**src/rtl/pipe_hazard_tracker_pkg.sv**
```systemverilog
// Shared types for the pipeline hazard interface: the bundles exchanged
// with the hazard unit, the in-flight stage record, and small helpers.
package definitions;

    localparam int REG_BITS = 5;

    localparam logic ENABLE  = 1'b1;
    localparam logic DISABLE = 1'b0;

    localparam logic [REG_BITS-1:0] REG_ZERO = 5'd0;

    typedef logic [REG_BITS-1:0] reg_idx_t;

    // Register indices presented to the hazard unit; 0 means "no hazard".
    typedef struct packed {
        reg_idx_t Drs;
        reg_idx_t Drt;
        reg_idx_t Xrd;
        reg_idx_t Xrt;
        reg_idx_t Mrd;
    } Hazard_input;

    // Decisions returned by the hazard unit.
    typedef struct packed {
        logic stallIF;
        logic stallD;
    } Hazard_output;

    // Record of the instruction occupying the EX stage.
    typedef struct packed {
        logic     valid;
        reg_idx_t dst;
        reg_idx_t rt;
        logic     load;
    } stage_rec_t;

    // An empty slot must always read as register 0.
    function automatic reg_idx_t slot_reg(input logic valid, input reg_idx_t idx);
        return valid ? idx : REG_ZERO;
    endfunction

endpackage

```
**src/rtl/pipe_hazard_tracker_sat_counter.sv**
```systemverilog
// Saturating up-counter with synchronous reset and clear; clear wins over
// increment, and the count sticks at all-ones instead of wrapping.
module sat_counter #(
    parameter int W = 8
) (
    input  logic         clk,
    input  logic         reset,
    input  logic         inc,
    input  logic         clr,
    output logic [W-1:0] q
);

    localparam logic [W-1:0] CNT_MAX = '1;

    logic [W-1:0] r_q;

    // Count events, holding at the maximum value.
    always_ff @(posedge clk) begin
        if (reset) begin
            r_q <= '0;
        end else if (clr) begin
            r_q <= '0;
        end else if (inc && (r_q != CNT_MAX)) begin
            r_q <= r_q + W'(1'b1);
        end else begin
            r_q <= r_q;
        end
    end

    assign q = r_q;

endmodule

```
**src/rtl/pipe_hazard_tracker.sv**
```systemverilog
// Bookkeeping side of the hazard interface: tracks EX/MEM/WB occupancy,
// presents register indices to the hazard unit, turns its stall decisions
// into PC / IF-ID enables and EX bubbles, and keeps debug statistics.
import definitions::*;

module pipe_hazard_tracker #(
    parameter int REG_W     = REG_BITS,
    parameter int CNT_W     = 32,
    parameter int MAX_STALL = 16
) (
    input  logic             clk,
    input  logic             reset,
    input  logic             id_valid,
    input  logic [REG_W-1:0] id_rs,
    input  logic [REG_W-1:0] id_rt,
    input  logic [REG_W-1:0] id_dst,
    input  logic             id_load,
    input  logic             flush,
    input  Hazard_output     h_o,
    output Hazard_input      h_i,
    output logic             pc_en,
    output logic             ifid_en,
    output logic             ex_valid,
    output logic             mem_valid,
    output logic             wb_valid,
    output logic             ex_load,
    output logic [REG_W-1:0] wb_dst,
    output logic [CNT_W-1:0] stall_cnt,
    output logic [CNT_W-1:0] flush_cnt,
    output logic             stall_timeout
);

    localparam int                RUN_W   = $clog2(MAX_STALL + 1);
    localparam logic [RUN_W-1:0]  RUN_LIM = RUN_W'(MAX_STALL - 1);

    stage_rec_t       r_x;
    logic             r_m_valid;
    reg_idx_t         r_m_dst;
    logic             r_w_valid;
    reg_idx_t         r_w_dst;
    logic             r_stall_timeout;

    logic             w_bubble;
    logic             w_stall_ev;
    logic [RUN_W-1:0] w_run_cnt;

    // A flush outranks a stall, so a stall is only counted without a flush.
    assign w_bubble   = flush | h_o.stallD | ~id_valid;
    assign w_stall_ev = h_o.stallD & ~flush;

    // Advance the in-flight records; MEM and WB always drain.
    always_ff @(posedge clk) begin
        if (reset) begin
            r_x       <= '0;
            r_m_valid <= 1'b0;
            r_m_dst   <= REG_ZERO;
            r_w_valid <= 1'b0;
            r_w_dst   <= REG_ZERO;
        end else begin
            r_w_valid <= r_m_valid;
            r_w_dst   <= r_m_dst;
            r_m_valid <= r_x.valid;
            r_m_dst   <= r_x.dst;
            if (w_bubble) begin
                r_x <= '0;
            end else begin
                r_x <= '{valid: 1'b1, dst: id_dst, rt: id_rt, load: id_load};
            end
        end
    end

    // Latch the watchdog once a stall run reaches the limit.
    always_ff @(posedge clk) begin
        if (reset) begin
            r_stall_timeout <= 1'b0;
        end else if (w_stall_ev && (w_run_cnt >= RUN_LIM)) begin
            r_stall_timeout <= 1'b1;
        end else begin
            r_stall_timeout <= r_stall_timeout;
        end
    end

    // Indices for the hazard unit; empty slots read as register 0.
    always_comb begin
        h_i     = '0;
        h_i.Drs = slot_reg(id_valid, id_rs);
        h_i.Drt = slot_reg(id_valid, id_rt);
        h_i.Xrd = slot_reg(r_x.valid, r_x.dst);
        h_i.Xrt = slot_reg(r_x.valid, r_x.rt);
        h_i.Mrd = slot_reg(r_m_valid, r_m_dst);
    end

    // A flush reloads IF/ID with the redirected fetch even when stalled.
    always_comb begin
        pc_en   = DISABLE;
        ifid_en = DISABLE;
        if (!reset) begin
            pc_en   = (flush | ~h_o.stallIF) ? ENABLE : DISABLE;
            ifid_en = (flush | ~h_o.stallD)  ? ENABLE : DISABLE;
        end else begin
            pc_en   = DISABLE;
            ifid_en = DISABLE;
        end
    end

    assign ex_valid      = r_x.valid;
    assign mem_valid     = r_m_valid;
    assign wb_valid      = r_w_valid;
    assign ex_load       = r_x.load;
    assign wb_dst        = slot_reg(r_w_valid, r_w_dst);
    assign stall_timeout = r_stall_timeout;

    sat_counter #(.W(CNT_W)) u_stall_cnt (
        .clk   (clk),
        .reset (reset),
        .inc   (w_stall_ev),
        .clr   (1'b0),
        .q     (stall_cnt)
    );

    sat_counter #(.W(CNT_W)) u_flush_cnt (
        .clk   (clk),
        .reset (reset),
        .inc   (flush),
        .clr   (1'b0),
        .q     (flush_cnt)
    );

    sat_counter #(.W(RUN_W)) u_run_cnt (
        .clk   (clk),
        .reset (reset),
        .inc   (w_stall_ev),
        .clr   (~w_stall_ev),
        .q     (w_run_cnt)
    );

endmodule

```
**config.mk**
```make
export PLATFORM = sky130hd
export DESIGN_NAME = pipe_hazard_tracker
export DESIGN_NICKNAME = d
export VERILOG_FILES = /design/src/rtl/pipe_hazard_tracker_pkg.sv /design/src/rtl/pipe_hazard_tracker_sat_counter.sv /design/src/rtl/pipe_hazard_tracker.sv
export SDC_FILE = /design/constraint.sdc
export NUM_CORES = 1
export LEC_CHECK = 0
export ABC_AREA = 1
export CELL_PAD_IN_SITES_DETAIL_PLACEMENT = 0
export CELL_PAD_IN_SITES_GLOBAL_PLACEMENT = 2
export CORE_ASPECT_RATIO = 1.5
export CORE_MARGIN = 8
export CORE_UTILIZATION = 34
export DETAILED_ROUTE_END_ITERATION = 16
export DONT_BUFFER_PORTS = 1
export HOLD_SLACK_MARGIN = 0.05
export PLACE_DENSITY_LB_ADDON = 0.1
export SLEW_MARGIN = 20
export SYNTH_ARGS = -nofsm -noshare
export SYNTH_HDL_FRONTEND = slang
export SYNTH_HIERARCHICAL = 1
export SYNTH_SLANG_ARGS = --single-unit
```
**constraint.sdc**
```tcl
create_clock -name clk -period 1.9 [get_ports clk]
set_input_delay 0 -clock clk [delete_from_list [all_inputs] [get_ports clk]]
set_output_delay 0 -clock clk [all_outputs]
set_load 0.02 [all_outputs]
```
==> run_results.csv <==
group,metric,value,unit
worst_setup_path,cp-end-kind,"register",
timing,slew_headroom,0.4275,
timing,rsz0062_at_grt,"no",
placement,routabilityCongestion,0.8234,
logic_synthesis,synth_xor_area_frac,0.006378,
final_layout,diodes,0,
floorplanning,coreArea,0.01605,mm²
global_routing,grt_max_degree,28,
global_routing,grt_pass1_wl,28200,µm
logic_synthesis,synth_area_leader_cell,"dfxtp_1",
clocking,cts-root-buf,"clkbuf_16",
logic_synthesis,syn_area,0.005493,mm²
clocking,cts_made_buffers,9,
placement,dpl.hpwl,13830,µm
clocking,post_cts_buffers,0,
timing,fmax,576.8,MHz
final_layout,finish.net_count,956,
global_routing,grt_antenna_before_repair,0,
logic_synthesis,synth_seq_cells,94,
timing,maxSlewViolCount,0,
clocking,clock_path_buffers,2,
timing,setup_viol,0,
global_routing,grt_pass1_vias,5410,
worst_setup_path,start_kind,"register",
logic_synthesis,syn_inst,837,
final_layout,post-route-util,0.4183,
clocking,cts-htree-levels,3,
logic_synthesis,syn_area_per_cell,6.562,µm²
logic_synthesis,yosys_warnings,6,
job,cap_violations,0,
logic_synthesis,synth_compound_area_frac,0.06355,
worst_setup_path,arrival,1.97,ns
pwr,ir_worst_vdd,0.5684,mV
outcome,outcome,"finished clean",
route,wire_per_inst,15.61,µm
timing,hold_viol_final,0,
logic_synthesis,synth_top_family_by_area,"simple AND/OR/NAND/NOR gates",
timing,fin_skew,0.01325,ns
route,drtPass1Iterations,8,
route,drc,0,
clocking,clk_pin_slew,0.08,ns
route,wl,17820,µm
global_routing,grt_overflow,0,
placement,port_buffers,0,
clocking,cts_sinks,94,
final_layout,layout-drive-gt1-share,0.1893,
pwr,powerDensity,593.8,mW/mm²
global_routing,grtUsageTotal,0.1734,
worst_setup_path,path_max_fanout,5,
logic_synthesis,synth_top_area_share,0.3426,
floorplanning,dieWidth,119.8,µm
floorplanning,start_util,0.3423,
floorplanning,die_h,171.7,µm
worst_setup_path,required,2.14,ns
logic_synthesis,ys_seq_area_frac,0.3426,
logic_synthesis,synth_fa_ha_area_frac,0.009112,
pwr,p_leak,0.002789,µW
min_path,hp-class,"in -> reg",
logic_synthesis,yosys.area_share.simple,0.4686,
floorplanning,boundaryPins,123,
worst_setup_path,timing_worst_setup_path_type,"reg -> reg",
timing,period_share,0.9124,
route,antenna_left,0,
route,vias,5534,
logic_synthesis,synth_area_leaders,"dfxtp_1, nand2_1, nor2_1",
logic_synthesis,synth_cell_types,30,
logic_synthesis,synthMuxAreaShare,0,
floorplanning,die_area,0.02056,mm²
floorplanning,rows,57,
timing,setup_tns,0,ns
timing,worst_pin_slew,0.8587,ns
route,viasPerCell,4.850,
timing,min_period,1.734,ns
clocking,clock_latency,0.35,ns
route,drtIter0Drc,266,
final_layout,layout-area-overhead-vs-synth,22.21,%
clocking,cts_tree,"done",
[through the flow]
stage	instances	instance area [µm²]	hold slack (ns)	setup WS, ns	power (µW)
finish	1141	6713	0.06818	0.1664	3986
global route	1141	6713	0.08281	0.03113	4161
CTS	1140	6688	0.05496	0.05063	4074
detailed placement	1099	6145	0.07379	0.1453	2191
global placement	1099	6145	0.07158	0.1945	2189
floorplan	838	5497	0.1122	0.2182	2173
[critical path: stages, from the launching register on]
cell     delay, ns
dfxtp_1       0.35
ha_1          0.21
nand3_1       0.17
nor2_1        0.13
buf_4         0.16
nand3_1       0.07
nor3_1        0.31
nand3_1       0.11
nand2_1       0.08
nor2_1        0.04
[cells in the mapped netlist]
master    count
a21oi_1      44
a21oi_2       5
a31oi_1       8
and2_1        4
and3_1        1
buf_1         2
buf_2         7
buf_6        10
clkbuf_8      2
conb_1        1
dfxtp_1      94
ha_1          4
inv_1       110
inv_2         1
nand2_1     196
nand2_2      13
nand2_4       6
nand3_1      63
nand3_2      10
nand3b_1      4
nand3b_4      2
nand4_1      28
nor2_1      159
nor2_2       25
nor2_4       17
nor3_1        8
o21ai_0       7
or2_2         2
xnor2_1       2
xor2_1        2
[worst paths after layout]
check,start,endpoint,slack [ns],cells after the start
setup / recovery,u_stall_cnt/q[0],u_stall_cnt/q[22],0.17,9
hold / removal,reset,u_flush_cnt/q[21],0.07,4
setup reg to reg,u_stall_cnt/q[0],u_stall_cnt/q[22],0.17,9
hold reg to reg,r_x[10],r_m_dst[4],0.42,2
[cell type report]
cell class / instances / area, µm²
sequential: 94 / 1882
tap: 206 / 257.7
multi-input combinational: 613 / 3040
fill: 1724 / 9334
clock buffer: 9 / 225.2
clock inverter: 7 / 67.56
timing repair buffer: 101 / 823.3
inverter: 111 / 416.7
[cells in the final DEF (no fill, tap or decap), types with 2 or more instances in the layout]
cell             n
inv_6            2
nand4_1         28
dlygate4sd3_1   24
dfxtp_1         94
ha_1             4
nor2_4          17
a21oi_1         44
nor3_1           8
a31oi_1          8
nand2_1        196
buf_4           76
nand3b_4         3
and2_1           4
nand3b_1         4
nor2_2          27
or2_2            2
xnor2_1          2
nand3_1         63
nand2_4          6
conb_1           2
clkinv_4         2
a21oi_2          5
nor2_1         157
inv_2            2
nand2_2         13
xor2_1           2
o21ai_0          7
nand3_2         10
inv_1          109
clkbuf_16        9
[state kept, by name, summed over array words and instances (netlist names)]
name	flops
stall_timeout	1
u_run_cnt/q	5
r_w_dst	5
r_m_dst	5
mem_valid	1
ex_valid	1
wb_valid	1
ex_load	1
r_x	10
u_flush_cnt/q	32
u_stall_cnt/q	32
[report_power, final]
group | internal, µW | switching, µW
registers | 1980 | 9.46
clock network | 922 | 879
logic | 66.8 | 131
[per-layer routing]
metal | routed length [µm] | vias up | global-route usage
met4 | 705 | 0 | 0.08779
met3 | 906 | 42 | 0.04106
met2 | 9745 | 147 | 0.3333
met5 | 0 | - | 0
li1 | - | 2809 | -
met1 | 6458 | 2536 | 0.1681
[kinds of logic after synthesis]
logic type               Yosys count
AO/OA/AOI/OAI                     64
XOR/XNOR                           4
adder cells (fa/ha/maj)            4
buffers and inverters            132
flip-flops                        94
other                              1
AND/OR/NAND/NOR                  538
[repair_timing]
action / CTS / global route
endpoints found under the hold margin: 61 / 0
resized for setup: 0 / 4
hold buffers: 25 / 0
setup endpoints to repair: 0 / 16
No activity file was read; power rests on OpenSTA's default activity.
